<file path="config.mk">
export PLATFORM = sky130hd
export DESIGN_NAME = uart_tx_arbiter
export DESIGN_NICKNAME = d
export VERILOG_FILES = /design/src/rtl/uart_tx_arbiter.sv
export SDC_FILE = /design/constraint.sdc
export NUM_CORES = 1
export LEC_CHECK = 0
export CORE_MARGIN = 2
export CORE_UTILIZATION = 40
export CTS_BUF_LIST = sky130_fd_sc_hd__clkbuf_2 sky130_fd_sc_hd__clkbuf_4 sky130_fd_sc_hd__clkbuf_8
export CTS_CLUSTER_SIZE = 10
export DETAILED_ROUTE_END_ITERATION = 10
export GPL_TIMING_DRIVEN = 0
export PLACE_DENSITY_LB_ADDON = 0.12
export SYNTH_ARGS = -nofsm -noshare
export SYNTH_HDL_FRONTEND = slang
export SYNTH_SLANG_ARGS = --single-unit
</file>
<file path="constraint.sdc">
create_clock -name clk -period 3.3 [get_ports clk]
set_input_delay 0.66 -clock clk [delete_from_list [all_inputs] [get_ports clk]]
set_output_delay 0.66 -clock clk [all_outputs]
set_load 0.01 [all_outputs]
</file>
<file path="src/rtl/uart_tx_arbiter.sv">
// Round-robin, packet-locked arbiter sharing one uart_tx serializer among NUM_REQ byte streams.
// Build with UART_ARB_TIMEOUT_EN defined to drop a lock that idles TIMEOUT_CLKS cycles inside a packet.
module uart_tx_arbiter #(
   parameter int unsigned NUM_REQ      = 4,
   parameter int unsigned TIMEOUT_CLKS = 270000
) (
   input  logic                   clk,
   input  logic                   rst_n,
   input  logic [NUM_REQ-1:0]     req_valid,
   input  logic [8*NUM_REQ-1:0]   req_data,
   input  logic [NUM_REQ-1:0]     req_last,
   output logic [NUM_REQ-1:0]     req_ready,
   output logic [NUM_REQ-1:0]     grant,
   output logic                   tx_start,
   output logic [7:0]             tx_data,
   input  logic                   tx_busy,
   output logic                   timeout_pulse
);

   localparam int unsigned PW = (NUM_REQ > 1) ? $clog2(NUM_REQ) : 1;

   localparam logic [1:0] ARB       = 2'd0;
   localparam logic [1:0] LAUNCH    = 2'd1;
   localparam logic [1:0] WAIT_BUSY = 2'd2;
   localparam logic [1:0] WAIT_DONE = 2'd3;

   logic [1:0]         state, state_d;
   logic [NUM_REQ-1:0] grant_d;
   logic [PW-1:0]      rr_ptr, rr_d, pick;
   logic               last_q, last_d;
   logic               drop;

   // rr_ptr doubles as the owner index while a lock is held
   always_comb begin : rr_search
      int unsigned idx;
      idx  = 0;
      pick = rr_ptr;
      for (int unsigned k = NUM_REQ; k >= 1; k--) begin
         idx = (32'(rr_ptr) + k) % NUM_REQ;
         if (req_valid[PW'(idx)]) pick = PW'(idx);
      end
   end

   always_comb begin : fsm_next
      state_d   = state;
      grant_d   = grant;
      rr_d      = rr_ptr;
      last_d    = last_q;
      req_ready = '0;
      tx_start  = 1'b0;
      tx_data   = '0;
      if (|grant) tx_data = req_data[{rr_ptr, 3'b000} +: 8];
      case (state)
         ARB: begin
            if (!tx_busy && (|req_valid)) begin
               grant_d       = '0;
               grant_d[pick] = 1'b1;
               rr_d          = pick;
               state_d       = LAUNCH;
            end
         end
         LAUNCH: begin
            req_ready[rr_ptr] = req_valid[rr_ptr];
            tx_start          = req_valid[rr_ptr];
            if (req_valid[rr_ptr]) begin
               last_d  = req_last[rr_ptr];
               state_d = WAIT_BUSY;
            end
         end
         WAIT_BUSY: begin
            if (tx_busy) state_d = WAIT_DONE;
         end
         WAIT_DONE: begin
            if (!tx_busy) begin
               if (last_q) begin
                  grant_d = '0;
                  state_d = ARB;
               end else begin
                  state_d = LAUNCH;
               end
            end
         end
         default: state_d = ARB;
      endcase
      if (drop) begin
         grant_d = '0;
         state_d = ARB;
      end
   end

   always_ff @(posedge clk or negedge rst_n) begin
      if (!rst_n) begin
         state  <= ARB;
         grant  <= '0;
         rr_ptr <= PW'(NUM_REQ - 1);
         last_q <= 1'b0;
      end else begin
         state  <= state_d;
         grant  <= grant_d;
         rr_ptr <= rr_d;
         last_q <= last_d;
      end
   end

`ifdef UART_ARB_TIMEOUT_EN
   localparam int unsigned TW = $clog2(TIMEOUT_CLKS + 1);

   logic [TW-1:0] idle_cnt;
   logic          idle;

   // counts cycles the owner leaves the serializer idle mid-packet
   assign idle = (state == LAUNCH) && !req_valid[rr_ptr];
   assign drop = idle && (idle_cnt == TW'(TIMEOUT_CLKS - 1));

   always_ff @(posedge clk or negedge rst_n) begin
      if (!rst_n) begin
         idle_cnt      <= '0;
         timeout_pulse <= 1'b0;
      end else begin
         timeout_pulse <= drop;
         idle_cnt      <= (idle && !drop) ? TW'(idle_cnt + 1'b1) : '0;
      end
   end
`else
   assign drop          = 1'b0;
   assign timeout_pulse = 1'b0;
`endif

endmodule
</file>
Word level (Yosys, flattened, before mapping) --
Cells that the tools add are included.
Storage, ports and cells: logic and storage cells 71, input port bits 43, flip-flop bits (word level) 9, output and inout bits 18
Cells by class: $lt $le $gt $ge 8, reduce and logical (&&, ||, !) cells 12, $add $sub $neg 4, bitwise logic cells 1, multiplexer cells 33, shift-type cells 1, equality and inequality tests 8
Operators with widths (number):
- $shiftx A32 B6 Y8 | 1
- $lt A2 B3 Y1 const B | 6
- $mux W2 | 8
- $mux W4 | 4
- $bmux W1 S2 | 6
- $mux W1 | 10
- $ne A2 B2 Y1 const B | 5
- $mux W8 | 1
- $pmux W2 S4 | 1
- $pmux W4 S2 | 1
- $reduce_and A4 Y1 | 2
- $reduce_or A4 Y1 | 2
- $add A2 B1 Y2 const B | 2
- $add A2 B2 Y2 const B | 2
- $and A4 B4 Y4 | 1
- $demux W1 S2 | 2
- $eq A2 B2 Y1 const B | 2
- $ge A2 B1 Y1 const B | 2
- $reduce_and A2 Y1 | 2
- $logic_and A1 B1 Y1 | 3
- $eq A2 B1 Y1 const B | 1
- $logic_not A2 Y1 | 1
- $reduce_bool A2 Y1 | 1
- $logic_not A1 Y1 | 1

Longest topological paths before layout --
Gate-level depths: netlist of the first run.
word-level depth 13, depth in mapped cells 7, gate-level depth less buffers 6

Worst setup path after synthesis of the first run --
Ideal clock, no wire load.
path type register -> output, start register rr_ptr[0], end output tx_data[1], data arrival time 1581 ps, buffers on the path 2, cell stages (with the launch flop) 5, path slack 1059 ps, data required time 2640 ps, path through dfstp_2 -> buf_6 -> buf_2 -> mux4_2 -> nor2b_1
Between the ends: word-level cells in the longest chain between the ends 2
RTL lines:
- start, declared | line 29 | logic [PW-1:0] rr_ptr, rr_d, pick;
- start signal, assigned | line 95 | rr_ptr <= PW'(NUM_REQ - 1);
- start signal, assigned | line 100 | rr_ptr <= rr_d;
- $shiftx A32 B6 Y8 | line 52 | if (|grant) tx_data = req_data[{rr_ptr, 3'b000} +: 8];
- $mux W8 | line 52
- end, declared | line 15 | output logic [7:0] tx_data,
No other way between the ends.

Worst setup path in the final report of the first run --
start register rr_ptr[1], end output tx_data[6]
Same word-level chain as after synthesis.

==> results of run 1 <==
how the worst max path moves through the flow:
| stage | start | endpoint | slack (ns) | depth (start not counted) |
|---|---|---|---|---|
| global route | rr_ptr[1] | tx_data[6] | 0.04 | 5 |
| detailed placement | req_valid[2] | req_ready[0] | 0.19 | 4 |
| CTS | rr_ptr[1] | tx_data[6] | 0.13 | 5 |
| floorplan | rr_ptr[0] | tx_data[1] | 1.06 | 4 |
| global placement | req_valid[2] | req_ready[0] | 0.20 | 4 |
| finish | rr_ptr[1] | tx_data[6] | 0.15 | 5 |
final cells by class:
cell class              count  area, um^2
well taps                  30       37.54
fillers                   181       764.5
repair buffers             58       580.6
clock buffers               4       30.03
flip-flops and latches      9       227.7
plain buffers               6       40.04
inverters                   5       21.27
multi-input cells          79       753.2
power breakdown:
group / total [uW] / leakage [uW] / internal, uW / switching [uW]
combinational: 1060 / 0.000572 / 576 / 483
sequential: 219 / 0.000109 / 173 / 46.1
clock: 93.0 / 0.0000184 / 54.8 / 38.2
worst max-delay path: cells and delay by family, from the launching register on:
family,cells,cell delay (ns)
buf+inv,3,1.14
simple gates,1,0.14
flops,1,0.55
mux,1,0.40
kinds of logic after synthesis:
kind of cell	after synthesis	share of synthesized area, %
muxes	14	26.81
adders and majority gates	8	9.662
DFF	9	21.98
other	1	0.3620
AOI/OAI and AO/OA	22	17.03
buffers and inverters	11	5.917
and+or+nand+nor	34	18.24
flip-flops by register name, summed over array words and instances (netlist names):
name	flops
state	2
grant	4
rr_ptr	2
last_q	1
stage by stage:
| step | cells | setup slack, ns | area [um^2] |
|---|---|---|---|
| 3_5_place_dp | 187 | 0.1876 | 1654 |
| 5_1_grt | 191 | 0.03644 | 1690 |
| 4_1_cts | 191 | 0.1286 | 1684 |
| 2_1_floorplan | 99 | 1.059 | 1036 |
| 6_report | 191 | 0.1540 | 1690 |
| 3_3_place_gp | 187 | 0.1988 | 1654 |
metal layers:
layer | vias to the layer above | track usage [%]
li1 | 517 | -
met1 | 488 | 22.11
met2 | 48 | 35.32
met3 | 3 | 5.914
met4 | 0 | 5.691
met5 | - | 0
placed cells by master, fill, tap and decap left out, drive strengths merged, types with 2 or more instances in the layout:
master          n
mux2i           3
nand2b          2
dfstp           2
nor4            2
nor2b           9
dfrtp           7
and3            4
clkbuf          5
a21oi           4
o41ai           4
nor3b           2
nor2            7
inv             5
a32oi           2
nand2           5
mux4           10
ha              8
clkdlybuf4s50  58
buf             5
==> results.md, run 1 <==
- Status: completed
- Period utilisation layout: 95.33%
- Drt total wl: 2910 um
- Worst-path clk slew: 0.06 ns
- DR vias/cell: 5.529
- Number of synthesized flops with an enable pin: 0
- ANT cells: 0
- Critical path's slowest cell: dfstp_2
- P per Cell Area: 811.2 nW/um^2
- Met1 WL: 1185 um
- Max-slew headroom: 47.43%
- Yosys cell types: 39
- Tot Pwr: 1371 uW
- Remaining Overflow, GRT: 0
- Antenna Violating Nets Remaining: 0
- Crit path arrival time: 2.49 ns
- Startpoint Class: flop
- Area delta synth->final: 63.16%
- CTS H-tree lvls: 1
- Gpl congestion: 0.7481
- Met3 wire length: 356 um
- Total setup buffers inserted after CTS: 0
- Clock sinks: 9
- Worst EP required: 2.64 ns
- Synthesized area per cell: 10.46 um^2
- Worst path max stage delay: 0.55 ns
- Vias in the first global route: 1,001
- Top cells by count, synth: nor2b_1, ha_1, dfrtp_1, mux4_2, nor2_1
- Die width: 54.89 um
- Initial antenna violation count: 0
- Final core utilization: 68.86%
- Fraction of layout cells with a size suffix above 1: 13.04%
- Vias after detailed routing: 1,056
- Initial Util: 42.20%
- Clock latency on the worst-skew pair: 0.26 ns
- Hold_ws: 0.4981 ns
- IO Pins: 61
- Synth warn: 0
- # hold bufs at CTS: 0
- Syn nets: 150
- Final setup violating endpoints: 0
- Reg2Reg Setup Slack: 1.07 ns
- Hold path start: last_q
- # Max-Cap Violations: 0
- WS Path Type: flop to output pin
- Critical path fanouts, max: 10
- Crit path capture type: output pin
- Largest net degree at the start of global routing: 11
- Reg2reg start: rr_ptr[1]
- CTS max path bufs: 2
- Hpwl dp: 2353 um
- Post-CTS Resized: 0
- Max Clock Freq: 0.3179 GHz
- Layout net count: 213
- Hold Path Class: flop to flop
- Port bufs: 58
- WHS Endpoint: last_q
- Final Critical Period: 3.146 ns
- Clock Skew: 0.004924 ns
- Mapped cell area: 1036 um^2
- Reg2Reg Depth: 7
- DR WL met2: 1348 um
- Hold Path Depth: 1
- TritonCTS buffer count: 3
- FP Rows: 18
- All-layer global routing usage: 19.57%
- Cell taking the most area after synthesis: dfrtp_1
- CP cell instances: buf_4 > clkbuf_1 > mux4_2 > nor2b_1 > clkdlybuf4s50_1
- Synth top area share: 16.91%
- Uppermost layer routed: met4
- Full die area: 3013 um^2
- Worst slew pin tran: 0.7821 ns
- First-pass GRT wire length: 4312 um
- Die Height: 54.89 um
- Register area share after synthesis: 21.98%
- WL/cell: 15.24 um
- Maximum VDD drop: 0.5765 mV
- Synth area leaders: dfrtp_1, mux4_2, ha_1
- Critical R2R Capture: grant[3]
- Static Leak: 0.0006994 uW
- Total negative slack: 0 ns
- Count leader, synth: nor2b_1
- Core box area: 2455 um^2
- Fin. Hold Viols: 0
- Yosys reg bits: 9
- Clk root buf: clkbuf_4
- First drt pass iteration count: 4
- Most used DFF post-synth: dfrtp_1
- RSZ-0062 raised after global routing: no
- Post-Synthesis Cells: 99
- Detailed router's first-iteration violation count: 29
- CTS tree: built
- Asr flop ratio synth: 100.0%
- Post-route DRC: 0
- Pins over their slew limit: 0
Power figures use the tool's default switching activity.
==> run 2: changes to the inputs <==
--- a/config.mk
+++ b/config.mk
@@ -10,7 +10,7 @@
 export CTS_BUF_LIST = sky130_fd_sc_hd__clkbuf_2 sky130_fd_sc_hd__clkbuf_4 sky130_fd_sc_hd__clkbuf_8
 export CTS_CLUSTER_SIZE = 10
 export DETAILED_ROUTE_END_ITERATION = 10
-export GPL_TIMING_DRIVEN = 0
+export GPL_TIMING_DRIVEN = 1
 export PLACE_DENSITY_LB_ADDON = 0.12
 export SYNTH_ARGS = -nofsm -noshare
 export SYNTH_HDL_FRONTEND = slang
==> run 2 against run 1 <==
Net effect:
- register-to-register slack worse by 0.18 ns
- sequential cell count unchanged
- core utilization is 0.56 points lower
- clock power rose by 4.2%
- critical endpoint is now req_ready[0]
- largest power group unchanged
- worst hold slack improved by 0.0060 ns
- total power fell by 0.70%
- routed wire length grew 5.4%
==> results.md, run 2 (synthesis gave the netlist of run 1 again) <==
- P per Cell Area: 812.2 nW/um^2
- Gpl congestion: 0.7880
- Hold Path Class: flop to flop
- WS Path Type: primary input to output pin
- Crit path capture type: output pin
- Vias after detailed routing: 1,070
- Commonest non-fill, non-tap cell in the layout: clkdlybuf4s50_1
- Critical path's slowest cell: mux4_2
- Detailed router's first-iteration violation count: 19
- Port bufs: 59
- Worst path bufs/invs: 2
- Pins over their slew limit: 0
- Switch Pwr: 571.3 uW
- FP Rows: 18
- RSZ-0062 raised after global routing: no
- Gate power share: 71.1%
- Worst slew pin tran: 0.5178 ns
- Pre-CTS setup slack: 0.2331 ns
- Status: completed
- Critical path's top delay family: buffers and inverters
- Total setup buffers inserted after CTS: 0
- Largest net degree at the start of global routing: 21
- DR vias/cell: 5.661
- CP dominant cell by count: clkdlybuf4s50_1
- Critical path fanouts, max: 6
- Hpwl dp: 2450 um
- Clock Skew: 0.006499 ns
- Area delta synth->final: 61.84%
- All-layer global routing usage: 20.97%
- Reg2reg start: rr_ptr[1]
- Clock share of power: 7.1%
- Maximum VDD drop: 0.6330 mV
- Clk root buf: clkbuf_4
- Filler cells: 190
- Top Registers: grant: 4 flops, rr_ptr: 2 flops, state: 2 flops
- CTS max path bufs: 2
- Fraction of layout cells with a size suffix above 1: 11.32%
- CTS tree: built
- Max Clock Freq: 0.3250 GHz
- TritonCTS buffer count: 3
- Crit path capture: req_ready[0]
- Sw Share: 41.96%
- Period utilisation layout: 93.25%
- Reg2Reg Depth: 6
- CP cell instances: clkdlybuf4s50_1 > mux4_2 > and3_1 > clkdlybuf4s50_1
- Sequential share of power: 21.8%
- Max-slew headroom: 65.16%
- Worst EP required: 2.64 ns
- Worst Setup SP: req_valid[1]
- Area after DPL: 1647 um^2
- Post-CTS Resized: 0
- Static Leak: 0.0006916 uW
- Die width: 54.89 um
- Initial antenna violation count: 0
- Initial Util: 42.20%
- First drt pass iteration count: 4
- Crit path arrival time: 2.42 ns
- WP depth: 4
- Worst setup margin: 0.2227 ns
- Sequential cell area: 227.7 um^2
- Drt total wl: 3067 um
- Full die area: 3013 um^2
- Multi-input gate area: 747.0 um^2
- Final Critical Period: 3.077 ns
- Startpoint Class: primary input
- Final setup violating endpoints: 0
- Max reg flops: 4
- Hold_ws: 0.5041 ns
- Fin. Hold Viols: 0
- Clock sinks: 9
- Most flops, register: grant
- First-pass GRT wire length: 4574 um
- ANT cells: 0
- Reg2Reg Setup Slack: 0.89 ns
- Antenna Violating Nets Remaining: 0
- Tot Pwr: 1362 uW
- Critical R2R Capture: grant[3]
- Remaining Overflow, GRT: 0
- # hold bufs at CTS: 0
- Worst path max stage delay: 0.57 ns
- Core box area: 2455 um^2
- Total negative slack: 0 ns
- Vias in the first global route: 999
- Final instance area: 1677 um^2
- Post-route DRC: 0
- Clock latency on the worst-skew pair: 0.27 ns
- Worst-path clk slew: 0.06 ns
- Layout net count: 211
- # Max-Cap Violations: 0
- WL/cell: 16.23 um
- CTS H-tree lvls: 1
- Die Height: 54.89 um
- Commonest non-fill, non-tap cells in the layout: clkdlybuf4s50_1, nor2b_1, ha_1
- Internal Power: 790.4 uW
- IO Pins: 61
## run 2: cell types whose count changed in the layout (fill, tap and decap cells not counted)
cell / delta
buf_2: -2
buf_4: +1
buf_6: -1
clkbuf_1: -1
clkdlybuf4s50_1: +1
nor4_1: +1
nor4_2: -1
## run 2: power groups by stage
stage	combinational (uW)	sequential, uW	clock [uW]
4_1_cts	969	299	100
2_1_floorplan	665	216	0
3_3_place_gp	939	297	0
5_1_grt	1050	315	104
3_5_place_dp	966	300	0
6_report	968	296	96.9
## run 2: worst min-delay path by stage
stage | from | to | slack (ns) | depth (start not counted)
2_1_floorplan | rst_n | grant[0] | 0.36 | 0
6_report | last_q | last_q | 0.50 | 1
4_1_cts | last_q | last_q | 0.51 | 1
5_1_grt | last_q | last_q | 0.55 | 1
3_5_place_dp | last_q | last_q | 0.50 | 1
3_3_place_gp | grant[1] | grant[1] | 0.49 | 2
## run 2: metrics by stage
stage | std cells | util [%]
6_report | 189 | 68.30
3_3_place_gp | 185 | 67.07
3_5_place_dp | 185 | 67.07
5_1_grt | 189 | 68.30
2_1_floorplan | 99 | -
4_1_cts | 189 | 68.30
## run 2: metal layers
metal	vias to the layer above	share of wire (%)	track usage (%)
li1	506	-	-
met1	504	39	23.22
met2	55	48	38.29
met3	5	13	6.183
met4	0	0.85	6.504
met5	-	0	0
## run 2: final cells by class
class,count,share of cell area (%)
Inverter,5,1.269
Tap cell,30,2.239
Timing Repair Buffer,62,36.57
Clock buffer,4,1.791
Sequential cell,9,13.58
Multi-Input combinational cell,79,44.55
